==> src/rtl/univ_counter.sv <==
// Universal modulo-MOD up/down counter with synchronous clear, clamped
// parallel load, optional saturation, and a registered bound-event pulse.
module univ_counter #(
    parameter int N   = 4,
    parameter int MOD = 10,
    parameter bit SAT = 1'b0
) (
    input  logic         clk,
    input  logic         reset_n,
    input  logic         en,
    input  logic         up,
    input  logic         clr,
    input  logic         load,
    input  logic [N-1:0] d,
    output logic [N-1:0] Q,
    output logic         max_tick,
    output logic         min_tick,
    output logic         ovf
);

    localparam logic [N-1:0] MAX_VAL = N'(MOD - 1);
    localparam logic [N-1:0] ZERO    = '0;
    localparam logic [N-1:0] ONE     = N'(1);

    if (MOD < 2 || MOD > (1 << N)) begin : g_bad_mod
        $error("univ_counter: MOD must satisfy 2 <= MOD <= 2**N");
    end

    logic [N-1:0] next_q;
    logic         next_ovf;
    logic         at_top;
    logic         at_bottom;

    assign at_top    = (Q == MAX_VAL);
    assign at_bottom = (Q == ZERO);

    // NOTE: every always_comb output gets a default first so no path can infer a latch.
    always_comb begin
        next_q   = Q;
        next_ovf = 1'b0;
        if (clr) begin
            next_q = ZERO;
        end else if (load) begin
            // When MOD == 2**N, MAX_VAL is all ones and the clamp never fires.
            next_q = (d > MAX_VAL) ? MAX_VAL : d;
        end else if (en) begin
            if (up) begin
                if (at_top) begin
                    next_ovf = 1'b1;
                    next_q   = SAT ? MAX_VAL : ZERO;
                end else begin
                    next_q = Q + ONE;
                end
            end else begin
                if (at_bottom) begin
                    next_ovf = 1'b1;
                    next_q   = SAT ? ZERO : MAX_VAL;
                end else begin
                    next_q = Q - ONE;
                end
            end
        end
    end

    // NOTE: sequential state uses non-blocking assignments so all registers sample together.
    always_ff @(posedge clk or negedge reset_n) begin
        if (!reset_n) begin
            Q   <= ZERO;
            ovf <= 1'b0;
        end else begin
            Q   <= next_q;
            ovf <= next_ovf;
        end
    end

    // Q is 0 during reset and MOD >= 2, so these read max=0 / min=1 while reset is held.
    assign max_tick = at_top;
    assign min_tick = at_bottom;

endmodule

==> config.mk <==
export PLATFORM = sky130hd
export DESIGN_NAME = univ_counter
export DESIGN_NICKNAME = d
export VERILOG_FILES = /design/src/rtl/univ_counter.sv
export SDC_FILE = /design/constraint.sdc
export NUM_CORES = 1
export LEC_CHECK = 0
export BUFFER_PORTS_ARGS = -buffer_cell sky130_fd_sc_hd__buf_2
export CAP_MARGIN = 20
export CORE_AREA = 2 2 39 41
export CTS_CLUSTER_SIZE = 12
export DETAILED_ROUTE_END_ITERATION = 16
export DIE_AREA = 0 0 41 43
export PLACE_DENSITY_LB_ADDON = 0.12
export SLEW_MARGIN = 5
export SYNTH_ARGS = -nofsm -noshare
export SYNTH_HDL_FRONTEND = slang
export SYNTH_SLANG_ARGS = --single-unit
==> constraint.sdc <==
create_clock -name clk -period 2.4 [get_ports clk]
set_input_delay 0.24 -clock clk [delete_from_list [all_inputs] [get_ports clk]]
set_output_delay 0.24 -clock clk [all_outputs]
set_load 0.01 [all_outputs]
==> qor.yml, run 1 <==
status: "finished clean"
maxSlewViolCount: 0
switching_power_w: 0.0000885
cts_tree: "done"
antenna_found_initial: 0
floorplan.initialDensity_pct: 30.0
drc: 0
clk_latency_ps: 250
die_w_um: 41
htree_levels: 1
place.gp.congestion: 0.803
worstPathCellList: "nand2_1, nor3_1, buf_2"
worstMarginPinSlew_ps: 410
layout_common_cells: "buf_2, dfrtp_1, inv_1"
clk_path_buf_depth: 2
postSynthAreaPerCell_um2: 8.48
slowest_stage: "dfrtp_1"
yosys_warnings: 0
wl_per_cell_um: 13.0
synth_cells: 49
dp_slack_ps: 1020
finalHoldViolations: 0
drtIter0Drc: 3
grt_pass1_wl_um: 1730
end_kind: "output port"
final_common_cell: "buf_2"
first_global_vias: 373
clock_sinks: 5
ir_drop_mv: 0.164
synthSimpleGateAreaFrac_pct: 21.4
critPathLaunchType: "register"
ant_nets: 0
synth_xor_area_share_pct: 6.33
p_int_w: 0.000184
worstHoldPathType: "input pin to register"
slowest_delay_ps: 590
cp.required_ps: 2160
n_antenna_cell: 0
synth_top_family_by_area: "compound AO/OA/AOI/OAI gates"
p_per_area_nw_per_um2: 528
core.rowCount: 14
clk_pin_slew_ps: 50
root_buffer: "clkbuf_4"
syn_nets: 59
syn_to_final_growth_pct: 24.1
avgViaCountPerCell: 5.43
fin_util_pct: 37.3
stdcell_count: 81
setup_viol_count_final: 0
grt-ovfl-total: 0
synth_cell_type_count: 28
syn_area_um2: 415
finalWirelength_um: 1050
grt_usage_pct: 14.6
rsz0062_at_grt: "no"
r2r_setup_slack_ps: 1000
dr.pass1.iters: 4
ys_seq_elements: 5
cts_resized: 0
via_count: 440
final.setup_skew_ps: 4.15
timing.setup.tns_ps: 0
synthArstFlopShare_pct: 100
share_comb_of_total_power_pct: 24.1
core_area_um2: 1380
numCtsBuffers: 3
fillers: 155
die_h_um: 43
synthAdderAreaFrac_pct: 0
max_freq_mhz: 652
critical_path_arrival_ps: 1290
leakage_nw: 0.245
dp_hpwl_um: 780
slew_headroom_pct: 72.7
drive_gt1_share_pct: 32.3
port_buffers: 16
synth_compound_area_share_pct: 27.4
swShare_pct: 32.5
crit_path_max_fanout: 11
dpl.cell_count: 76
pwr-share-seq_pct: 38.6
synth_edf_count: 0
drv_cap: 0
min_period_over_period_pct: 63.9
setup_ws_ps: 866
finish.net_count: 76
crit_type: "register to output port"
die_area_um2: 1760
period_minus_slack_ps: 1530
synth_ff_type: "dfrtp_1"
power_frac_clock_pct: 37.3
grt_max_degree: 12
seq_area_frac_synth_pct: 30.1
synth_mux_area_share_pct: 2.41
ioPinCount: 17
cells by family (layout without fill, tap and decap cells):
logic type,count (synthesis),count (layout)
xor+xnor,3,3
flops,5,5
buf+inv,9,25
mux,1,1
simple gates,15,15
compound gates,16,16
registers in the layout, summed over array words and instances, names as in the netlist:
| register | count |
|---|---|
| Q | 4 |
| ovf | 1 |
worst max-delay path, delay by kind of cell, from the launching register on:
kind | cells | cell delay, ps
and+or+nand+nor | 2 | 290
DFF | 1 | 590
buffers and inverters | 1 | 170
routing by layer:
metal	vias to the layer above	wire, µm	GRT usage, %
li1	214	-	-
met5	-	0	0
met1	202	501	23.9
met3	4	74	1.57
met4	0	36	9.33
met2	20	441	17.2
power by group through the flow:
stage               Combinational [W]  Clock (W)  Sequential [W]
floorplan                   0.0000509          0       0.0000983
global placement            0.0000651          0        0.000106
detailed placement          0.0000640          0        0.000106
CTS                         0.0000657   0.000104        0.000105
global route                0.0000732   0.000107        0.000107
finish                      0.0000655   0.000101        0.000105
per-stage QoR:
stage / total power [W] / hold slack [ps] / area, µm²
after floorplan: 0.000149 / -55.6 / 415
after global routing: 0.000288 / 207 / 515
after global placement: 0.000171 / 59.8 / 479
after detailed placement: 0.000170 / 59.3 / 479
after CTS: 0.000274 / 202 / 515
final: 0.000272 / 213 / 515
synth_stat cells, types with 2 or more instances:
master | n | area share (%)
a31oi_1 | 2 | 3.0
o21ai_0 | 3 | 3.6
xor2_1 | 2 | 4.2
o2111ai_1 | 2 | 4.2
buf_2 | 2 | 2.4
buf_4 | 2 | 3.6
nand2_1 | 3 | 2.7
a21oi_1 | 3 | 3.6
inv_1 | 4 | 3.6
dfrtp_1 | 5 | 30
nor3_1 | 3 | 3.6
nor2_1 | 2 | 1.8
cell type report:
type	count	area [µm²]	share of cell area, %
clock buffers	4	26.3	5.10
inverters	4	15.0	2.91
multi-input cells	35	239	46.4
flip-flops and latches	5	125	24.3
well taps	16	20.0	3.88
repair buffers	17	90.1	17.5
worst paths after layout:
kind / end / start / depth (start not counted)
max: max_tick / Q[0] / 3
min: Q[2] / clr / 2
max reg2reg: Q[2] / Q[0] / 4
min reg2reg: Q[2] / Q[2] / 2
max in group asynchronous: Q[2] / reset_n / 2
min in group asynchronous: Q[3] / reset_n / 2
repair_timing:
action | 4_1_cts | 5_1_grt
buffers inserted | 0 | 0
endpoints found under the hold margin | 5 | 0
endpoints found under the setup margin | 0 | 0
hold buffers | 1 | 0
No activity file was read; power rests on OpenSTA's default activity.
==> inputs of run 2 (changes only) <==
- ABC_AREA: default -> 1
- clock period: 2.4 -> 1.4 ns (I/O delays scaled with it)
==> run 2 against run 1 <==
Core utilization up 2.6 points. Count of clock-buffer cells in the layout unchanged. Clock skew down 1.7 ps. Cell count up 36%. Die area unchanged. Largest power group unchanged. Hold slack worse by 21 ps. Highest routed layer unchanged. Critical path depth up 2. Via count up 16%. Total power up 83%.
==> qor.yml, run 2 <==
status: "finished clean"
ioPinCount: 17
finalHoldViolations: 0
ys_top_cells_by_area: "dfrtp_1, nand2_1, nand3_1"
rsz0062_at_grt: "no"
multi_input_area_um2: 239
syn_nets: 83
clock_sinks: 5
avgViaCountPerCell: 4.65
critical_path_arrival_ps: 1150
dp_hpwl_um: 834
antenna_found_initial: 0
fin_util_pct: 39.9
ant_nets: 0
timing.setup.tns_ps: 0
fillers: 174
slew_headroom_pct: 86.3
die_h_um: 43
die_w_um: 41
leakage_nw: 0.354
die_area_um2: 1760
r2r.worst_path.cells: 8
synth_edf_count: 0
grt-ovfl-total: 0
seqCellArea_um2: 128
regMostFlops: "Q"
dr.pass1.iters: 4
yosys_warnings: 0
drive_gt1_share_pct: 24.5
largest_registers: "Q (4), ovf (1)"
top_layer_used: "met4"
first_global_vias: 430
grt_usage_pct: 14.5
yosysTopAreaCellShare_pct: 30.7
postCtsSetupRepairBufs: 0
syn_area_um2: 408
hold_start: "clr"
drv_cap: 0
largest_reg_flops: 4
n_antenna_cell: 0
drt-met1-wl_um: 458
finalWirelength_um: 1050
cts_tree: "done"
floorplan.initialDensity_pct: 29.5
finish.net_count: 105
whs_path_depth: 4
wl_per_cell_um: 9.55
clk_latency_ps: 240
core.rowCount: 14
period_minus_slack_ps: 1290
synth_top_cell_by_area: "dfrtp_1"
ys_seq_elements: 5
r2r_setup_slack_ps: 190
via_count: 512
end_kind: "output port"
core_area_um2: 1380
ir_drop_mv: 0.798
htree_levels: 1
wl_met2_um: 491
r2r-start: "Q[1]"
root_buffer: "clkbuf_4"
worstHoldPathType: "input pin to register"
setup_viol_count_final: 0
syn_to_final_growth_pct: 35.3
max_freq_mhz: 777
grt_pass1_wl_um: 1700
clk_path_buf_depth: 2
final_common_cell: "nand2_1"
drc: 0
synth_ff_type: "dfrtp_1"
wl_met3_um: 86
seq_area_frac_synth_pct: 30.7
worstMarginPinSlew_ps: 204
synth_commonest_cells: "nand2_1, inv_1, nand3_1"
postSynthAreaPerCell_um2: 5.59
crit_path_max_fanout: 7
synth_cell_type_count: 11
maxSlewViolCount: 0
critPathLaunchType: "register"
drtIter0Drc: 19
yosysMostFrequentCell: "nand2_1"
numCtsBuffers: 3
synth_cells: 73
p_per_area_nw_per_um2: 901
final.setup_skew_ps: 2.48
port_buffers: 16
min_period_over_period_pct: 91.9
grt_max_degree: 9
cp.required_ps: 1260
crit_type: "register to output port"
place.gp.congestion: 0.816
synthArstFlopShare_pct: 100
r2r-end: "Q[1]"
holdPathEnd: "ovf"
clk_pin_slew_ps: 40
layout_common_cells: "nand2_1, buf_2, inv_1, nand3_1, nor2_1"
run 2: cell types whose count changed after synthesis, sizes merged, moves of 3 or more:
cell / previous run / this run
nand2: 3 / 28
nor2: 2 / 8
inv: 4 / 13
o21ai: 3 / 6
nand3: 0 / 9
buf: 5 / 0
run 2: logic make-up after synthesis:
| kind of cell | after synthesis | synth area share [%] |
|---|---|---|
| simple gates | 47 | 47.5 |
| buf+inv | 13 | 12.0 |
| compound gates | 8 | 9.82 |
| flops | 5 | 30.7 |
run 2: repair_timing:
item | 4_1_cts | 5_1_grt
setup endpoints to repair | 0 | 3
gates resized for setup | 0 | 3
hold endpoints to repair | 5 | 0
hold buffers | 1 | 0
run 2: layout make-up:
type	instances	share of cell area (%)
clock buffer	4	4.76
inverter	13	8.84
multi-input combinational	55	43.3
sequential	5	23.1
tap	16	3.63
timing repair buffer	17	16.3
run 2: power by group:
group          switching [W]  internal (W)  leakage, nW
logic              0.0000900     0.0000612        0.276
registers          0.0000240      0.000158       0.0628
clock network      0.0000562      0.000108       0.0150
run 2: stage by stage:
step	hold slack [ps]	instance area, µm²	std cells	total power [W]	worst slack [ps]
6_report	191	552	110	0.000497	113
3_3_place_gp	-44.1	508	105	0.000330	106
2_1_floorplan	-156	408	73	0.000271	265
4_1_cts	185	544	110	0.000501	50.9
3_5_place_dp	-42.1	508	105	0.000328	126
5_1_grt	215	552	110	0.000541	9.41
run 2: worst max-delay path by stage:
stage               start  endpoint  cells past startpoint
global placement     Q[1]      Q[1]                      8
finish               Q[3]  max_tick                      5
floorplan            Q[1]      Q[1]                      8
detailed placement   Q[1]      Q[1]                      8
CTS                  Q[1]  min_tick                      4
global route         Q[3]  max_tick                      5
run 2: worst max-delay path, cell delays in order, from the launching register on:
cell     delay (ps)
dfrtp_1         450
inv_1            80
nor2_1           80
nand2_1          90
inv_1            80
buf_2           120
run 2: metal layers:
metal | global-route usage (%) | up-vias
met4 | 6.00 | 0
li1 | - | 270
met3 | 6.28 | 2
met1 | 19.0 | 221
met2 | 20.3 | 19
met5 | 0 | -
